===== src/rtl/relu_pool_quant.sv =====
// relu_pool_quant: optional ReLU, max pooling over POOL samples, arithmetic shift and
// saturation of the conv engine's y stream; registered valid/ready output with frame-end flag.
module relu_pool_quant #(
  parameter int unsigned IN_W     = 21,
  parameter int unsigned OUT_W    = 8,
  parameter int unsigned POOL     = 4,
  parameter int unsigned LOGPOOL  = 2,
  parameter int unsigned FRAME    = 225,
  parameter int unsigned LOGFRAME = 8,
  parameter int unsigned SHIFT    = 8,
  parameter bit          RELU_EN  = 1'b1
) (
  input  logic                    clk,
  input  logic                    reset,
  input  logic signed [IN_W-1:0]  s_data_in_y,
  input  logic                    s_valid_y,
  output logic                    s_ready_y,
  output logic signed [OUT_W-1:0] m_data_out_z,
  output logic                    m_valid_z,
  input  logic                    m_ready_z,
  output logic                    m_last_z
);

  localparam logic signed [IN_W-1:0] SatMax    = IN_W'((1 << (OUT_W - 1)) - 1);
  localparam logic signed [IN_W-1:0] SatMin    = ~SatMax;
  localparam logic [LOGPOOL-1:0]     WinLast   = LOGPOOL'(POOL - 1);
  localparam logic [LOGFRAME-1:0]    FrameLast = LOGFRAME'(FRAME - 1);

  logic [LOGPOOL-1:0]      win_cnt_q, win_cnt_d;
  logic [LOGFRAME-1:0]     frame_cnt_q, frame_cnt_d;
  logic signed [IN_W-1:0]  max_q, max_d;
  logic signed [OUT_W-1:0] data_q, data_d;
  logic                    valid_q, valid_d;
  logic                    last_q, last_d;

  logic                    accept, frame_end, close;
  logic signed [IN_W-1:0]  relu_val, pooled, shifted, sat;

  // Input stalls only while an output is pending and not being taken.
  assign s_ready_y = !reset && (!valid_q || m_ready_z);
  assign accept    = s_valid_y && s_ready_y;
  assign frame_end = (frame_cnt_q == FrameLast);
  assign close     = accept && ((win_cnt_q == WinLast) || frame_end);

  always_comb begin
    relu_val = (RELU_EN && s_data_in_y[IN_W-1]) ? '0 : s_data_in_y;
    if ((win_cnt_q == '0) || (relu_val > max_q)) begin
      pooled = relu_val;
    end else begin
      pooled = max_q;
    end
    shifted = pooled >>> SHIFT;
    if (shifted > SatMax) begin
      sat = SatMax;
    end else if (shifted < SatMin) begin
      sat = SatMin;
    end else begin
      sat = shifted;
    end
  end

  always_comb begin
    win_cnt_d   = win_cnt_q;
    frame_cnt_d = frame_cnt_q;
    max_d       = max_q;
    data_d      = data_q;
    valid_d     = valid_q;
    last_d      = last_q;
    if (accept) begin
      max_d       = pooled;
      win_cnt_d   = close ? '0 : win_cnt_q + 1'b1;
      frame_cnt_d = frame_end ? '0 : frame_cnt_q + 1'b1;
    end
    // A closing accept reloads the output even while the previous one is handed off.
    if (close) begin
      data_d  = sat[OUT_W-1:0];
      valid_d = 1'b1;
      last_d  = frame_end;
    end else if (valid_q && m_ready_z) begin
      valid_d = 1'b0;
      last_d  = 1'b0;
    end
  end

  always_ff @(posedge clk) begin
    if (reset) begin
      win_cnt_q   <= '0;
      frame_cnt_q <= '0;
      max_q       <= '0;
      data_q      <= '0;
      valid_q     <= 1'b0;
      last_q      <= 1'b0;
    end else begin
      win_cnt_q   <= win_cnt_d;
      frame_cnt_q <= frame_cnt_d;
      max_q       <= max_d;
      data_q      <= data_d;
      valid_q     <= valid_d;
      last_q      <= last_d;
    end
  end

  assign m_data_out_z = data_q;
  assign m_valid_z    = valid_q;
  assign m_last_z     = last_q;

endmodule


===== config.mk =====
export PLATFORM = sky130hd
export DESIGN_NAME = relu_pool_quant
export DESIGN_NICKNAME = d
export VERILOG_FILES = /design/src/rtl/relu_pool_quant.sv
export SDC_FILE = /design/constraint.sdc
export NUM_CORES = 1
export LEC_CHECK = 0
export ABC_AREA = 1
export CAP_MARGIN = 20
export CORE_ASPECT_RATIO = 0.5
export CORE_UTILIZATION = 50
export CTS_BUF_LIST = sky130_fd_sc_hd__clkbuf_4
export DETAILED_ROUTE_END_ITERATION = 12
export PLACE_DENSITY = 0.85
export SLEW_MARGIN = 25
export SYNTH_ARGS = -nofsm -noshare
export SYNTH_HDL_FRONTEND = slang
export SYNTH_SLANG_ARGS = --single-unit
export TNS_END_PERCENT = 20

===== constraint.sdc =====
create_clock -name clk -period 4.1 [get_ports clk]
set_input_delay 0.82 -clock clk [delete_from_list [all_inputs] [get_ports clk]]
set_output_delay 0.82 -clock clk [all_outputs]
set_load 0.05 [all_outputs]

==> reports/qor.csv, run 1 <==
stage,metric,value,unit
floorplanning,die_x,105,um
flow_run,cap_violations,0,
routing,avgRoutedWirePerCell,11.4,um
clock_tree,clk_path_buf_depth,2,
floorplanning,num_rows,18,
clock_tree,root_buffer,clkbuf_4,
grt,grt_pass1_wl,9270,um
pwr,p_switching,294,uW
routing,drtAntennaViolNets,0,
synthesis,synth_edf_count,0,
placement,io_buffers,35,
floorplanning,die_y,53.7,um
grt,grt_pass1_vias,2160,
synthesis,synthFlopType,dfxtp_1,
clock_tree,clk_pin_slew,0.12,ns
floorplanning,initial_utilization,53.2,%
timing,maxSlewHeadroom,66.3,%
clock_tree,cts.htree.levels,2,
clock_tree,cts_tree,yes,
pwr,ir_worst_vdd,148,uV
setup_path,path_max_fanout,12,
min_path,hold_class,register to register,
synthesis,synthArstFlopShare,0,%
routing,drcViolationCount,0,
timing,fmaxAchievable,303,MHz
placement,routabilityCongestion,0.862,
routing,finalWirelength,5530,um
synthesis,synth_commonest_cells,"inv_1 (72), nand2_1 (66), nor2_1 (53), dfxtp_1 (41), a21oi_1 (26)",
setup_path,slowest_stage,clkdlybuf4s50_1,
clock_tree,clock-sinks,41,
setup_path,path_cells,"clkdlybuf4s50_1, buf_4, nor2_1, ha_1, nand2_1, nor2_1, nand2_2, nor2_1, nand2_1, nand4_1, nand2_2, nand2_4, nand2_1, nand2_1, nand2_1, nor2_4, nand4_1, nand2_1, inv_1",
timing,final-setup-viol-count,0,
timing,finalHoldViolCount,0,
setup_path,end_kind,register,
timing,maxSlewViolCount,0,
pwr,clkPwrFrac,33.6,%
layout,drive_gt1_share,11.4,%
layout,syn_to_final_growth,16.9,%
pwr,p_comb_share,23.6,%
setup_path,cp_common_cell,nand2_1,
pwr,p_leak,0.00144,uW
synthesis,syn_area_per_cell,7.03,um2
setup_path,rr_worst_depth,17,
clock_tree,cts-resized-gates,0,
timing,rsz0062_at_grt,false,
synthesis,ys_top_cells_by_area,"dfxtp_1 (31%), ha_1 (11%), inv_1 (10%), nand2_1 (9.3%), nor2_1 (7.5%)",
setup_path,cp_slowest_stage_delay,0.59,ns
clock_tree,postCtsSetupRepairBufs,0,
setup_path,critPathKind,primary input to register,
timing,period_needed,3.30,ns
setup_path,startpoint,s_data_in_y[20],
timing,fin_setup_tns,0,ns
setup_path,worstPathArrival,3.58,ns
layout,nets,462,
routing,vias,2372,
setup_path,start_kind,primary input,
routing,drtIter0Drc,139,
synthesis,syn_inst,380,
layout,n_antenna_cell,0,
clock_tree,cts_buffers,5,
setup_path,reg2reg_from,max_q[18],
layout,utilization,62.1,%
floorplanning,core_area,5020,um2
synthesis,synth_top_area_share,30.7,%
synthesis,ys_warn_count,0,
pwr,seq_power_share,42.8,%
setup_path,r2r_slack,1.78,ns
placement,hpwl,3980,um
min_path,min-delay-start,max_q[5],
min_path,whs_path_depth,2,
synthesis,synth_cell_types,31,
floorplanning,ios,36,
run_status,run_status,"complete, no violations",
setup_path,path_delay_family,simple AND/OR/NAND/NOR gates,
setup_path,crit_buf_inv,3,
min_path,holdPathEnd,max_q[5],
timing,worst_pin_slew,0.504,ns
synthesis,yosysMostFrequentCell,inv_1,
grt,grt_use_total,21.1,%
pwr,p_int,696,uW
timing,fin_hold_ws,0.470,ns
pwr,p_sw_share,29.7,%
grt,grt_overflow,0,
pwr,powerDensity,317,nW/um2
grt,grt_max_degree,36,
clock_tree,clkLatencyLatePin,0.37,ns
timing,fin_skew,0.00531,ns
setup_path,required,4.38,ns
setup_path,rr_endpoint,m_data_out_z[5],
clock_tree,cts_hold_repair.buffers,0,
synthesis,yosysTopAreaCell,dfxtp_1,
synthesis,synth_area,2670,um2
grt,antenna_found_initial,0,
synthesis,syn-num-nets,429,
timing,post-route-period-util,80.4,%
routing,drtPass1Iterations,4,
routing,viasPerCell,4.90,
synthesis,ys_seq_area_share,30.7,%
floorplanning,dieArea,5650,um2
pwr,power.total,990,uW
synthesis,synth_seq_cells,41,
==> worst register-to-register path, stage by stage (launching register included) <==
cell and delay (ns):
dfxtp_1 0.36, inv_1 0.06, ha_1 0.29, nand2_1 0.09, nor2_4 0.13, nand2_1 0.10
nor2_1 0.11, nand2_1 0.08, nand4_1 0.10, nand2_2 0.11, nand2_4 0.20, nand2_1 0.07
nand2_1 0.07, nand2_1 0.08, nor2_4 0.15, nand4_1 0.12, nand2_1 0.08, inv_1 0.04
==> worst max path at each step <==
stage                     depth (start not counted)               to  slack, ns
after floorplan                                  18  m_data_out_z[4]       1.19
after global placement                           19  m_data_out_z[6]       0.52
after detailed placement                         19  m_data_out_z[5]       0.47
after CTS                                        19  m_data_out_z[5]       0.80
after global routing                             19  m_data_out_z[5]       0.60
final                                            19  m_data_out_z[5]       0.80
==> sequential cells by signal, indices dropped and copies added (netlist names) <==
signal        count
frame_cnt_q       8
win_cnt_q         2
max_q            21
m_data_out_z      8
m_last_z          1
m_valid_z         1
==> kinds of logic (layout without fill, tap and decap cells) <==
logic type | count (synthesis) | in the layout | share of synthesized area (%)
AND/OR/NAND/NOR | 164 | 164 | 28.8
adder cells (fa/ha/maj) | 24 | 24 | 11.2
AO/OA/AOI/OAI | 62 | 62 | 14.3
buffers and inverters | 89 | 123 | 14.9
flip-flops | 41 | 41 | 30.7
==> routing by layer <==
layer / part of all wire, % / vias to the layer above / global-route usage, %
li1: - / 1262 / -
met1: 49 / 1052 / 25.5
met2: 45 / 49 / 38.2
met3: 4.8 / 9 / 4.36
met4: 1.8 / 0 / 7.98
met5: 0 / - / 0
==> final cells by class <==
| type | instances | area [um2] |
|---|---|---|
| timing repair buffer | 37 | 363 |
| tap | 70 | 87.6 |
| clock inverter | 3 | 65.1 |
| inverter | 78 | 295 |
| multi-input combinational | 250 | 1450 |
| clock buffer | 5 | 37.5 |
| fill | 446 | 1900 |
| sequential | 41 | 821 |
==> power by group through the flow <==
stage | clock network (uW) | registers, uW | logic [uW]
floorplan | 0 | 431 | 181
global placement | 0 | 432 | 225
detailed placement | 0 | 432 | 229
CTS | 337 | 423 | 233
global route | 353 | 426 | 263
finish | 332 | 424 | 234
==> placed cells by master, fill, tap and decap left out, types with 2 or more instances in the layout <==
cell             instances
ha_1                    24
inv_1                   72
nor4_1                   3
nand2_4                  4
nand4_1                  8
nand3_1                  9
nand2_1                 66
o21ai_1                 14
a211oi_2                 8
o21ai_0                 10
clkbuf_4                 5
a21oi_1                 26
bufinv_16                2
clkdlybuf4s50_1         34
nor2_4                   4
nor3_1                   5
nor2_1                  53
nand2_2                  8
inv_2                    5
dfxtp_1                 41
buf_4                    3
==> per-stage QoR <==
| step | setup WS, ns | instance area (um2) | instances |
|---|---|---|---|
| 2_1_floorplan | 1.19 | 2670 | 380 |
| 3_3_place_gp | 0.516 | 3020 | 476 |
| 3_5_place_dp | 0.467 | 3020 | 476 |
| 4_1_cts | 0.805 | 3120 | 484 |
| 5_1_grt | 0.596 | 3120 | 484 |
| 6_report | 0.804 | 3120 | 484 |
Note: power is estimated with default switching activity, not from simulation.
==> run 2, diff against run 1 <==
==> constraint.sdc (replaced) <==
create_clock -name clk -period 3.15 [get_ports clk]
set_input_delay 0.63 -clock clk [delete_from_list [all_inputs] [get_ports clk]]
set_output_delay 0.63 -clock clk [all_outputs]
set_load 0.05 [all_outputs]
==> run 2 against run 1 <==
Clock skew about the same. Critical path type unchanged. Utilization up 2.6 points. Via count up 1.3%. Global-route usage up 0.41 points. Clock power down 18%. Critical endpoint is now max_q[9]. Register-to-register slack worse by 0.82 ns. Critical path depth unchanged. Sequential power up 30%. Setup slack worse by 0.52 ns.
==> reports/qor.csv, run 2 (synthesized netlist as in run 1, its figures left out) <==
stage,metric,value,unit,change
run_status,run_status,"complete, no violations",,unchanged
routing,drtPass1Iterations,5,,was 4
routing,drcViolationCount,0,,unchanged
clock_tree,cts-resized-gates,0,,unchanged
timing,final-setup-viol-count,0,,unchanged
setup_path,rr_worst_depth,15,,was 17
floorplanning,dieArea,5650,um2,unchanged
timing,fin_skew,0.00511,ns,was 0.00531 ns
clock_tree,cts_tree,yes,,unchanged
placement,dp_cells,495,,was 476
clock_tree,cts.htree.levels,2,,unchanged
pwr,p_leak,0.00152,uW,was 0.00144 uW
pwr,ir_worst_vdd,157,uV,was 148 uV
timing,finalHoldViolCount,0,,unchanged
floorplanning,die_x,105,um,unchanged
setup_path,path_cells,"clkdlybuf4s50_1, buf_4, inv_1, nand2_1, inv_1, ha_1, nand2_1, nor2_4, nand2_1, nor2_1, nand2_1, nand4_1, nand2_2, nand2_4, buf_4, nand2_8, inv_2, o21ai_1, a21oi_1",,"was clkdlybuf4s50_1, buf_4, nor2_1, ha_1, nand2_1, nor2_1, nand2_2, nor2_1, nand2_1, nand4_1, nand2_2, nand2_4, nand2_1, nand2_1, nand2_1, nor2_4, nand4_1, nand2_1, inv_1"
placement,place_ws,-0.0810,ns,was 0.467 ns
floorplanning,die_y,53.7,um,unchanged
grt,grt_use_total,21.5,%,was 21.1%
layout,fillers,436,,was 446
setup_path,path_max_fanout,35,,was 12
timing,maxSlewViolCount,0,,unchanged
clock_tree,postCtsSetupRepairBufs,0,,unchanged
clock_tree,clk_pin_slew,0.13,ns,was 0.12 ns
layout,final_cell_mix,"inv_1 (72), nand2_1 (66), nor2_1 (53)",,unchanged
routing,vias,2403,,was 2372
timing,maxSlewHeadroom,66.5,%,was 66.3%
grt,grt_pass1_wl,9600,um,was 9270 um
setup_path,crit_buf_inv,6,,was 3
layout,stdcell_count,503,,was 484
pwr,p_comb_share,29.2,%,was 23.6%
routing,drtAntennaViolNets,0,,unchanged
timing,rsz0062_at_grt,false,,unchanged
layout,n_antenna_cell,0,,unchanged
clock_tree,cts_buffers,5,,unchanged
layout,syn_to_final_growth,21.8,%,was 16.9%
setup_path,required,3.45,ns,was 4.38 ns
setup_path,end_kind,register,,unchanged
setup_path,worstPathArrival,3.17,ns,was 3.58 ns
min_path,whs_path_depth,2,,unchanged
pwr,p_sw_share,33.5,%,was 29.7%
setup_path,cp_common_cell,nand2_1,,unchanged
setup_path,path_delay_family,buffers and inverters,,was simple AND/OR/NAND/NOR gates
layout,utilization,64.8,%,was 62.1%
layout,nets,481,,was 462
layout,final_common_cell,inv_1,,unchanged
layout,largest_reg_flops,21,,unchanged
pwr,seq_power_share,47.4,%,was 42.8%
clock_tree,clock-sinks,41,,unchanged
layout,top_register,max_q,,unchanged
flow_run,cap_violations,0,,unchanged
grt,grt_overflow,0,,unchanged
timing,period_needed,2.87,ns,
placement,io_buffers,35,,unchanged
pwr,p_int,772,uW,was 696 uW
clock_tree,clk_path_buf_depth,2,,unchanged
clock_tree,cts_hold_repair.buffers,0,,unchanged
pwr,clkPwrFrac,23.4,%,was 33.6%
floorplanning,num_rows,18,,unchanged
timing,post-route-period-util,91.0,%,
min_path,hold_class,register to register,,unchanged
setup_path,cp_slowest_stage_delay,0.45,ns,was 0.59 ns
setup_path,slowest_stage,clkdlybuf4s50_1,,unchanged
floorplanning,core_area,5020,um2,unchanged
setup_path,cp_num_cells,19,,unchanged
timing,layout_setup_ws,0.282,ns,was 0.804 ns
grt,grt_max_degree,36,,unchanged
timing,worst_pin_slew,0.501,ns,was 0.504 ns
pwr,powerDensity,357,nW/um2,was 317 nW/um2
setup_path,critPathKind,primary input to register,,unchanged
clock_tree,root_buffer,clkbuf_4,,unchanged
routing,avgRoutedWirePerCell,10.6,um,was 11.4 um
grt,antenna_found_initial,0,,unchanged
timing,fmaxAchievable,349,MHz,
setup_path,start_kind,primary input,,unchanged
placement,routabilityCongestion,0.808,,was 0.862
floorplanning,initial_utilization,53.2,%,unchanged
routing,finalWirelength,5350,um,was 5530 um
pwr,p_switching,389,uW,was 294 uW
placement,hpwl,4170,um,was 3980 um
routing,viasPerCell,4.78,,was 4.90
clock_tree,clkLatencyLatePin,0.36,ns,was 0.37 ns
routing,drtIter0Drc,116,,was 139
floorplanning,ios,36,,unchanged
grt,grt_pass1_vias,2326,,was 2160
layout,drive_gt1_share,15.2,%,was 11.4%
-- run 2: cell count changes in the layout (fill, tap and decap cells not counted) --
cell and delta:
buf_4 +16, buf_12 +3, bufinv_16 -2, clkinv_2 +1
clkinvlp_4 +1
-- run 2: path summary, 6_finish.rpt --
| path | start | endpoint | slack [ns] |
|---|---|---|---|
| setup / recovery | s_data_in_y[20] | max_q[9] | 0.28 |
| hold / removal | m_data_out_z[7] | m_data_out_z[7] | 0.47 |
| setup reg to reg | max_q[11] | max_q[9] | 0.96 |
| hold reg to reg | m_data_out_z[7] | m_data_out_z[7] | 0.47 |
-- run 2: layer usage --
layer | global-route usage, % | part of all wire, % | wire [um]
met5 | 0 | 0 | 0
met2 | 38.5 | 45 | 2410
met3 | 4.60 | 4.2 | 224
met1 | 26.6 | 49 | 2640
met4 | 6.81 | 1.4 | 73
-- run 2: worst min-delay path, cell delays in order (launching register included) --
cell     delay [ns]
dfxtp_1        0.35
nand2_1        0.07
nor2_1         0.03
-- run 2: final cells by class --
type,count,area [um2],share of cell area [%]
multi-input cells,250,1450,44.6
flip-flops and latches,41,821,25.2
well taps,70,87.6,2.69
inverters,78,295,9.08
repair buffers,56,543,16.7
clock buffers,5,37.5,1.15
clock inverters,3,17.5,0.538
-- run 2: per-stage QoR --
step | area, um2 | total power [uW] | TNS, ns | hold WS [ns]
after detailed placement | 3200 | 898 | -0.778 | 0.451
after floorplan | 2670 | 797 | 0 | 0.435
after CTS | 3250 | 1170 | 0 | 0.473
after global routing | 3250 | 1230 | 0 | 0.497
after global placement | 3200 | 888 | -0.0126 | 0.449
final | 3250 | 1160 | 0 | 0.470
-- run 2: power by group through the flow --
stage	logic [uW]	clock network, uW	registers (uW)
global placement	326	0	561
detailed placement	336	0	562
global route	380	298	554
CTS	338	276	551
floorplan	236	0	561
finish	339	272	551
==> run 3, diff against run 2 <==
--- a/config.mk
+++ b/config.mk
@@ -6,12 +6,12 @@
 export NUM_CORES = 1
 export LEC_CHECK = 0
 export ABC_AREA = 1
-export CAP_MARGIN = 20
+export CAP_MARGIN = 5
 export CORE_ASPECT_RATIO = 0.5
 export CORE_UTILIZATION = 50
 export CTS_BUF_LIST = sky130_fd_sc_hd__clkbuf_4
 export DETAILED_ROUTE_END_ITERATION = 12
-export PLACE_DENSITY = 0.85
+export PLACE_DENSITY = 0.74
 export SLEW_MARGIN = 25
 export SYNTH_ARGS = -nofsm -noshare
 export SYNTH_HDL_FRONTEND = slang
==> run 3 against run 2 <==
Cell area decreased by 1.3%. Largest cell class unchanged. Total power is 0.80% lower. Non-clock buffer count decreased by 4. Combinational power down 2%. Fmax decreased by 1.6%. Die area did not move. Global-route usage rose by 0.43 points.
==> reports/qor.csv, run 3 (synthesized netlist as in run 1, its figures left out) <==
stage,metric,value,unit,change
grt,use_met1,26.6,%,about the same
clock_tree,postCtsSetupRepairBufs,0,,unchanged
setup_path,path_max_fanout,10,,was 35
grt,grt_pass1_wl,9750,um,was 9600 um
min_path,hold_class,register to register,,unchanged
flow_run,cap_violations,0,,unchanged
setup_path,worstPathArrival,3.18,ns,was 3.17 ns
setup_path,required,3.41,ns,was 3.45 ns
clock_tree,root_buffer,clkbuf_4,,unchanged
pwr,p_leak,0.00150,uW,was 0.00152 uW
grt,use_met2,40.6,%,was 38.5%
timing,fin_hold_ws,0.455,ns,was 0.470 ns
routing,viasPerCell,4.90,,was 4.78
clock_tree,cts.htree.levels,2,,unchanged
setup_path,slowest_stage,clkdlybuf4s50_1,,unchanged
routing,vias,2444,,was 2403
layout,fillers,473,,was 436
layout,nets,477,,was 481
setup_path,rr_endpoint,m_data_out_z[3],,was max_q[9]
routing,drtPass1Iterations,4,,was 5
min_path,min-delay-start,m_data_out_z[7],,unchanged
floorplanning,dieArea,5650,um2,unchanged
clock_tree,clkLatencyLatePin,0.35,ns,was 0.36 ns
setup_path,start_kind,primary input,,unchanged
setup_path,reg2reg_from,max_q[16],,was max_q[11]
layout,n_antenna_cell,0,,unchanged
clock_tree,clk_pin_slew,0.13,ns,about the same
routing,finalWirelength,5620,um,was 5350 um
timing,post-route-period-util,92.5,%,was 91.0%
clock_tree,clock-sinks,41,,unchanged
routing,drtAntennaViolNets,0,,unchanged
setup_path,r2r_slack,0.96,ns,about the same
timing,worst_pin_slew,0.508,ns,was 0.501 ns
layout,drive_gt1_share,14.5,%,was 15.2%
grt,grt_max_degree,35,,was 36
timing,finalHoldViolCount,0,,unchanged
floorplanning,initial_utilization,53.2,%,unchanged
layout,largest_reg_flops,21,,unchanged
clock_tree,cts-resized-gates,0,,unchanged
layout,multi_input_area,1450,um2,unchanged
floorplanning,die_y,53.7,um,unchanged
setup_path,path_cells,"clkdlybuf4s50_1, buf_4, nor2_1, ha_1, nand2_1, nor2_1, nand2_1, nor2_1, nand2_1, nand4_1, nand2_2, nand2_4, buf_4, inv_4, o21ai_1, nand4_1, nand2_1, inv_1",,"was clkdlybuf4s50_1, buf_4, inv_1, nand2_1, inv_1, ha_1, nand2_1, nor2_4, nand2_1, nor2_1, nand2_1, nand4_1, nand2_2, nand2_4, buf_4, nand2_8, inv_2, o21ai_1, a21oi_1"
timing,layout_setup_ws,0.235,ns,was 0.282 ns
layout,final_common_cell,inv_1,,unchanged
setup_path,path_delay_family,buffers and inverters,,unchanged
layout,utilization,63.9,%,was 64.8%
grt,top_usage_layer,met2,,unchanged
timing,maxSlewHeadroom,66.0,%,was 66.5%
clock_tree,cts_tree,yes,,unchanged
routing,drtIter0Drc,105,,was 116
setup_path,rr_worst_depth,17,,was 15
grt,antenna_found_initial,0,,unchanged
routing,avgRoutedWirePerCell,11.3,um,was 10.6 um
timing,period_needed,2.92,ns,was 2.87 ns
floorplanning,die_x,105,um,unchanged
placement,hpwl,4330,um,was 4170 um
timing,rsz0062_at_grt,false,,unchanged
setup_path,end_kind,register,,unchanged
timing,fin_skew,0.0144,ns,was 0.00511 ns
clock_tree,cts_hold_repair.buffers,0,,unchanged
pwr,ir_worst_vdd,231,uV,was 157 uV
placement,place_ws,-0.111,ns,was -0.0810 ns
timing,fmaxAchievable,343,MHz,was 349 MHz
layout,final_cell_mix,"inv_1 (72), nand2_1 (66), nor2_1 (53)",,unchanged
timing,final-setup-viol-count,0,,unchanged
timing,maxSlewViolCount,0,,unchanged
grt,grt_use_total,21.9,%,was 21.5%
min_path,whs_path_depth,2,,unchanged
layout,top_register,max_q,,unchanged
setup_path,cp_common_cell,nand2_1,,unchanged
placement,io_buffers,35,,unchanged
floorplanning,num_rows,18,,unchanged
clock_tree,clk_path_buf_depth,2,,unchanged
floorplanning,ios,36,,unchanged
routing,drcViolationCount,0,,unchanged
setup_path,crit_buf_inv,5,,was 6
pwr,powerDensity,359,nW/um2,was 357 nW/um2
placement,routabilityCongestion,0.832,,was 0.808
floorplanning,core_area,5020,um2,unchanged
min_path,holdPathEnd,m_data_out_z[7],,unchanged
grt,grt_overflow,0,,unchanged
run_status,run_status,"complete, no violations",,unchanged
clock_tree,cts_buffers,5,,unchanged
grt,use_met3,5.45,%,was 4.60%
layout,syn_to_final_growth,20.2,%,was 21.8%
setup_path,critPathKind,primary input to register,,unchanged
grt,grt_pass1_vias,2309,,was 2326
layout,regArea,821,um2,unchanged
setup_path,cp_slowest_stage_delay,0.61,ns,was 0.45 ns
## run 3: cell types whose count changed in the layout (fill, tap and decap cells not counted), sizes merged
cell / previous run / this run
buf: 22 / 18
## run 3: worst max path at each step
stage | start | cells after the start | slack [ns] | to
floorplan | s_data_in_y[20] | 18 | 0.43 | m_data_out_z[4]
global placement | s_data_in_y[20] | 18 | -0.05 | m_data_out_z[1]
detailed placement | s_data_in_y[20] | 17 | -0.11 | max_q[18]
CTS | s_data_in_y[20] | 18 | 0.26 | max_q[18]
global route | s_data_in_y[20] | 21 | 0.04 | m_data_out_z[1]
finish | s_data_in_y[20] | 18 | 0.23 | m_data_out_z[3]
## run 3: layer usage
metal,part of all wire [%],up-vias
met5,0,-
met4,0.66,0
met3,3.7,4
met2,46,39
met1,49,1107
li1,-,1294
## run 3: cell type report
type | count | share of cell area [%]
Multi-Input combinational cell | 250 | 45.2
Tap cell | 70 | 2.73
Inverter | 78 | 9.20
Sequential cell | 41 | 25.6
Clock buffer | 5 | 1.17
Timing Repair Buffer | 52 | 15.6
Clock inverter | 3 | 0.546
## run 3: worst min-delay path, stage by stage (launching register included)
cell and delay (ns):
dfxtp_1 0.34, nand2_1 0.06, nor2_1 0.03
## run 3: metrics by stage
stage	cell area (um2)	total power [uW]	cells	setup TNS (ns)
2_1_floorplan	2670	797	380	0
3_3_place_gp	3160	881	491	-0.106
3_5_place_dp	3160	893	491	-1.42
4_1_cts	3210	1160	499	0
5_1_grt	3210	1230	499	0
6_report	3210	1150	499	0
## run 3: power breakdown
| group | switching (uW) | internal [uW] | total [uW] |
|---|---|---|---|
| registers | 9.27 | 542 | 551 |
| logic | 191 | 141 | 331 |
| clock network | 185 | 84.5 | 270 |
